[src/rtl/ct_lsu_spsram_access_ctrl.sv]
// Requester-side controller for the single-port SRAM macro: clears the array after
// reset, then turns a valid/ready word-access stream into registered macro pins.
module ct_lsu_spsram_access_ctrl #(
    parameter int                    ADDR_WIDTH = 13,
    parameter int                    DATA_WIDTH = 32,
    parameter int                    INIT_EN    = 1,
    parameter logic [DATA_WIDTH-1:0] INIT_VALUE = '0
) (
    input  logic                      forever_cpuclk,
    input  logic                      cpurst,
    input  logic                      req_vld,
    output logic                      req_rdy,
    input  logic                      req_wr,
    input  logic [ADDR_WIDTH-1:0]     req_addr,
    input  logic [DATA_WIDTH-1:0]     req_wdata,
    input  logic [DATA_WIDTH/8-1:0]   req_be,
    output logic                      rsp_vld,
    input  logic                      rsp_rdy,
    output logic [DATA_WIDTH-1:0]     rsp_rdata,
    output logic                      init_done,
    output logic [ADDR_WIDTH-1:0]     sram_a,
    output logic                      sram_cen,
    output logic                      sram_gwen,
    output logic [DATA_WIDTH-1:0]     sram_wen,
    output logic [DATA_WIDTH-1:0]     sram_d,
    input  logic [DATA_WIDTH-1:0]     sram_q
);

    localparam int                    BE_WIDTH = DATA_WIDTH / 8;
    localparam logic [ADDR_WIDTH-1:0] LAST_IDX = '1;

    typedef enum logic {ST_INIT, ST_RUN} state_t;

    state_t                  state_q, state_d;
    logic [ADDR_WIDTH-1:0]   idx_q, idx_d;
    logic                    init_done_q, init_done_d;
    logic [1:0]              cnt_q, cnt_d;
    logic                    rd_issue_q, rd_issue_d;
    logic                    rd_cap_q, rd_cap_d;
    logic [ADDR_WIDTH-1:0]   sram_a_q, sram_a_d;
    logic                    sram_cen_q, sram_cen_d;
    logic                    sram_gwen_q, sram_gwen_d;
    logic [DATA_WIDTH-1:0]   sram_wen_q, sram_wen_d;
    logic [DATA_WIDTH-1:0]   sram_d_q, sram_d_d;
    logic [DATA_WIDTH-1:0]   fifo_q [2];
    logic [DATA_WIDTH-1:0]   fifo_d [2];
    logic                    wptr_q, wptr_d;
    logic                    rptr_q, rptr_d;
    logic [1:0]              fcnt_q, fcnt_d;
    logic                    req_acc;
    logic                    rd_acc;
    logic                    rsp_pop;

    function automatic logic [DATA_WIDTH-1:0] be_to_mask(input logic [BE_WIDTH-1:0] be);
        logic [DATA_WIDTH-1:0] m;
        m = '1;
        for (int b = 0; b < BE_WIDTH; b++) begin
            m[8*b +: 8] = {8{~be[b]}};
        end
        return m;
    endfunction

    // cnt covers reads in the macro pipeline plus FIFO occupancy, so the FIFO never overflows
    assign req_rdy   = init_done_q & (cnt_q < 2'd2);
    assign req_acc   = req_vld & req_rdy;
    assign rd_acc    = req_acc & ~req_wr;
    assign rsp_vld   = (fcnt_q != 2'd0);
    assign rsp_pop   = rsp_vld & rsp_rdy;
    assign rsp_rdata = fifo_q[rptr_q];

    always_comb begin
        state_d     = state_q;
        idx_d       = idx_q;
        init_done_d = init_done_q;
        sram_a_d    = sram_a_q;
        sram_d_d    = sram_d_q;
        sram_cen_d  = 1'b1;
        sram_gwen_d = 1'b1;
        sram_wen_d  = '1;
        rd_issue_d  = 1'b0;
        rd_cap_d    = rd_issue_q;

        case (state_q)
            ST_INIT: begin
                if (INIT_EN != 0) begin
                    sram_cen_d  = 1'b0;
                    sram_gwen_d = 1'b0;
                    sram_wen_d  = '0;
                    sram_a_d    = idx_q;
                    sram_d_d    = INIT_VALUE;
                    idx_d       = idx_q + 1'b1;
                    if (idx_q == LAST_IDX) begin
                        state_d = ST_RUN;
                    end
                end else begin
                    state_d     = ST_RUN;
                    init_done_d = 1'b1;
                end
            end
            default: begin
                init_done_d = 1'b1;
                if (req_acc) begin
                    if (req_wr) begin
                        // all-zero byte enables complete without touching the macro
                        if (|req_be) begin
                            sram_cen_d  = 1'b0;
                            sram_gwen_d = 1'b0;
                            sram_wen_d  = be_to_mask(req_be);
                            sram_a_d    = req_addr;
                            sram_d_d    = req_wdata;
                        end
                    end else begin
                        sram_cen_d = 1'b0;
                        sram_a_d   = req_addr;
                        rd_issue_d = 1'b1;
                    end
                end
            end
        endcase

        cnt_d     = cnt_q + 2'(rd_acc) - 2'(rsp_pop);
        fifo_d[0] = fifo_q[0];
        fifo_d[1] = fifo_q[1];
        wptr_d    = wptr_q;
        rptr_d    = rptr_q;
        if (rd_cap_q) begin
            fifo_d[wptr_q] = sram_q;
            wptr_d         = ~wptr_q;
        end
        if (rsp_pop) begin
            rptr_d = ~rptr_q;
        end
        fcnt_d = fcnt_q + 2'(rd_cap_q) - 2'(rsp_pop);
    end

    always_ff @(posedge forever_cpuclk or posedge cpurst) begin
        if (cpurst) begin
            state_q     <= ST_INIT;
            idx_q       <= '0;
            init_done_q <= 1'b0;
            cnt_q       <= '0;
            rd_issue_q  <= 1'b0;
            rd_cap_q    <= 1'b0;
            sram_a_q    <= '0;
            sram_cen_q  <= 1'b1;
            sram_gwen_q <= 1'b1;
            sram_wen_q  <= '1;
            sram_d_q    <= '0;
            fifo_q[0]   <= '0;
            fifo_q[1]   <= '0;
            wptr_q      <= 1'b0;
            rptr_q      <= 1'b0;
            fcnt_q      <= '0;
        end else begin
            state_q     <= state_d;
            idx_q       <= idx_d;
            init_done_q <= init_done_d;
            cnt_q       <= cnt_d;
            rd_issue_q  <= rd_issue_d;
            rd_cap_q    <= rd_cap_d;
            sram_a_q    <= sram_a_d;
            sram_cen_q  <= sram_cen_d;
            sram_gwen_q <= sram_gwen_d;
            sram_wen_q  <= sram_wen_d;
            sram_d_q    <= sram_d_d;
            fifo_q[0]   <= fifo_d[0];
            fifo_q[1]   <= fifo_d[1];
            wptr_q      <= wptr_d;
            rptr_q      <= rptr_d;
            fcnt_q      <= fcnt_d;
        end
    end

    assign init_done = init_done_q;
    assign sram_a    = sram_a_q;
    assign sram_cen  = sram_cen_q;
    assign sram_gwen = sram_gwen_q;
    assign sram_wen  = sram_wen_q;
    assign sram_d    = sram_d_q;

endmodule

[config.mk]
export PLATFORM = sky130hd
export DESIGN_NAME = ct_lsu_spsram_access_ctrl
export DESIGN_NICKNAME = d
export VERILOG_FILES = /design/src/rtl/ct_lsu_spsram_access_ctrl.sv
export SDC_FILE = /design/constraint.sdc
export NUM_CORES = 1
export LEC_CHECK = 0
export CORE_MARGIN = 4
export CORE_UTILIZATION = 35
export CTS_CLUSTER_SIZE = 25
export DETAILED_ROUTE_END_ITERATION = 12
export PLACE_DENSITY = 0.66
export SLEW_MARGIN = 30
export SYNTH_ARGS = -nofsm -noshare
export SYNTH_HDL_FRONTEND = slang
export SYNTH_SLANG_ARGS = --single-unit
[constraint.sdc]
create_clock -name forever_cpuclk -period 4.05 [get_ports forever_cpuclk]
set_clock_uncertainty 0.05 [all_clocks]
set_input_delay 0.6075 -clock forever_cpuclk [delete_from_list [all_inputs] [get_ports forever_cpuclk]]
set_output_delay 0.6075 -clock forever_cpuclk [all_outputs]
set_load 0.02 [all_outputs]
==> impl_results.md <==
- Status: finished clean
- Crit path arrival time: around 2.2 ns
- CORE AREA: 17500 µm²
- Placed cells: 863
- Cells on Worst Hold Path: 0
- Hold endpoint: rd_cap_q$_DFF_PP0_
- H-Tree Level Count: 4
- Max cap viols: 0
- Pleak: 3.69 nW
- Slew HR: 38.3%
- Clk Latency, worst-skew pair: 0.42 ns
- TritonCTS clock tree: done
- CP peak stage delay: about 0.56 ns
- Fin crit period: 2.82 ns
- Layout cell share with drive strength beyond 1: 26.2%
- CP max FO: 32
- Post-DP HPWL: 10500 µm
- Vias in the first global route: 4548
- DRT Pass-1 Iters: 4
- Input/output buffers: 199
- # diodes: 0
- Final setup TNS: 0 ns
- Global Route met1 Usage: 19.8%
- Worst VDD drop: 0.282 mV
- Most common cell after layout, fill and taps aside: clkdlybuf4s50_1
- Register area share after synthesis: 54.7%
- IO Pins: 200
- Root Driver: clkbuf_16
- Worst Reg2Reg Path Length in Cells: 4
- WP buf/inv: 2
- GR met2 Demand/Resource: 21.8%
- First-pass GRT wire length: 23600 µm
- Largest delay share family, worst path: buffers and inverters
- Starting Density: 36.1%
- Buffer levels on the longest clock path: 2
- Met3 Usage GRT: roughly 5.3%
- R2r startpoint: cnt_q[1]$_DFF_PP0_
- Chip Width: 142 µm
- #FFs+latches synth: 138
- Path type of the worst setup path: reg -> out
- Post_cts resized: 0
- Initial antenna violation count: 0
- Fillers: ~1500
- Final setup fails: 0
- Max-slew violation count: 0
- Synth unique cells: 37
- Clk sinks: about 140
- Pin count of the biggest net entering global routing: a little over 70
- Tot Pwr: 0.00345 W
- Rows: 48
- Layout Nets: 747
- Vias: ~4200
- WL per Instance: 16.4 µm
- Worst slew pin tran: 0.924 ns
- RR Endpoint: sram_d[25]$_DFFE_PP0P_
- Critical path capture point type: output port
- Starting DRC count in detailed routing: 149
- Routed vias/inst: 4.65
- Hold Crit Class: reg -> reg
- Synthesis-to-finish area growth: 41.9%
- Hold Fails Final Rpt: 0
- PD cells: 384 nW/µm²
- Synth Net Count: ~570
- Gr busiest metal: met2
- Critical path's slowest cell: clkdlybuf4s50_1
- GPL Wtd Cong: 0.800
- Cell count along the critical path: 3
- CTS Buf Count: 17
- # hold bufs at CTS: 0
- Final Cycle Share: 69.6%
- ANT nets after route: 0
- Die ar.: 20300 µm²
- Die height: between 100 and 150 µm
- Non-Filler Instances: about 900
- Reg2Reg Setup Slack: 1.84 ns
- Min-delay src: rd_cap_d$_DFF_PP0_
- Remaining DRCs: 0
- Total grt overflow: 0
- Most frequent cells in the layout: clkdlybuf4s50_1 (199), dfrtp_1 (131), mux2_2 (110)
- Clock transition at path regs: 0.06 ns
- Worst path required time: 3.39 ns
- RSZ-0062 raised after global routing: false
- FMAX: 0.355 GHz
- Total GRT Usage: roughly 15%
- Yosys Warn Count: 0
- Startpoint types: flip-flop
- Avg Synthesized Cell Area: 13.1 µm²
- Setup bufs post-CTS: 0
- Mapped Area: 6330 µm²
- Post-synthesis cell count: just under 500
- Cell breakdown of the critical path: buf_4 -> mux2_2 -> clkdlybuf4s50_1
- Drt total wl: 14700 µm
## cell type report
cell class / instances / area [µm²] / share of cell area, %
Tap cell: 225 / 282 / 3.13
Clock inverter: 8 / 143 / 1.59
Sequential cell: 138 / 3460 / 38.5
Timing Repair Buffer: 211 / 2120 / 23.6
Inverter: 5 / 22.5 / 0.251
Clock buffer: 24 / 482 / 5.36
Multi-Input combinational cell: 285 / 2470 / 27.5
## synthesized netlist by cell type, drive strengths merged
cell | count | area (µm²)
or2 | 2 | 12.5
nand2 | 71 | 267
nor4 | 3 | 33.8
inv | 5 | 18.8
and4bb | 1 | 12.5
nand2b | 2 | 12.5
nor2b | 1 | 6.26
nand4 | 2 | 12.5
nand4b | 1 | 8.76
dfstp | 6 | 158
and2 | 2 | 12.5
o21ai | 4 | 20.0
a21boi | 5 | 37.5
ha | 3 | 37.5
xor2 | 7 | 61.3
nand3 | 2 | 10.0
a22oi | 1 | 12.5
and4b | 1 | 10.0
a41o | 1 | 10.0
mux2i | 32 | 320
clkbuf | 8 | 30.0
dfrtp | 132 | 3300
nand3b | 2 | 15.0
nor3 | 4 | 20.0
mux2 | 121 | 1400
and2b | 2 | 17.5
and3b | 1 | 8.76
buf | 46 | 358
nor2 | 3 | 11.3
xnor2 | 11 | 96.3
## metal layers
| layer | part of all wire, % | vias up | wire length [µm] |
|---|---|---|---|
| met2 | 45 | 147 | 6570 |
| met3 | 7.4 | 22 | 1080 |
| met1 | 46 | 2017 | 6790 |
| li1 | - | 1976 | - |
| met4 | 1.5 | 0 | 214 |
| met5 | 0 | - | 0 |
## stage by stage
stage	setup slack [ns]	utilization, %	area (µm²)	hold slack (ns)
floorplan	1.68	-	6330	0.281
global placement	1.31	47.4	8320	0.316
detailed placement	1.17	47.5	8330	0.312
CTS	1.19	51.1	8950	0.335
global route	1.14	51.2	8980	0.336
finish	1.23	51.2	8980	0.326
## kinds of logic after synthesis
kind of cell    after synthesis  synth area share (%)
fa+ha+maj                     3                 0.593
xor+xnor                     18                  2.49
flops                       138                  54.7
buf+inv                      59                  6.42
compound gates               11                  1.27
simple gates                100                  7.43
mux                         153                  27.1
## registers in the layout, summed over array words and instances, names as in the netlist
name       flops
cnt_q          2
sram_wen       4
init_done      1
sram_gwen      1
state_q        1
wptr_q         1
sram_d        32
rd_cap_q       1
idx_q         13
sram_cen       1
fifo_q        64
sram_a        13
fcnt_q         2
rptr_q         1
rd_cap_d       1
## worst max path at each step
stage,startpoint,to
2_1_floorplan,cpurst,cnt_q[0]$_DFF_PP0_
3_3_place_gp,req_vld,sram_d[28]$_DFFE_PP0P_
3_5_place_dp,req_wr,sram_d[25]$_DFFE_PP0P_
4_1_cts,rptr_q$_DFFE_PP0P_,rsp_rdata[24]
5_1_grt,rptr_q$_DFFE_PP0P_,rsp_rdata[3]
6_report,rptr_q$_DFFE_PP0P_,rsp_rdata[3]
## where the power goes
| part | switching, W | total (W) | leakage [nW] | internal, W |
|---|---|---|---|---|
| Combinational | 0.000160 | 0.000379 | 1.66 | 0.000219 |
| Sequential | 0.0000195 | 0.00144 | 1.73 | 0.00142 |
| Clock | 0.000559 | 0.00164 | 0.304 | 0.00108 |
| Total | 0.000738 | 0.00345 | 3.69 | 0.00271 |
Power figures use the tool's default switching activity.
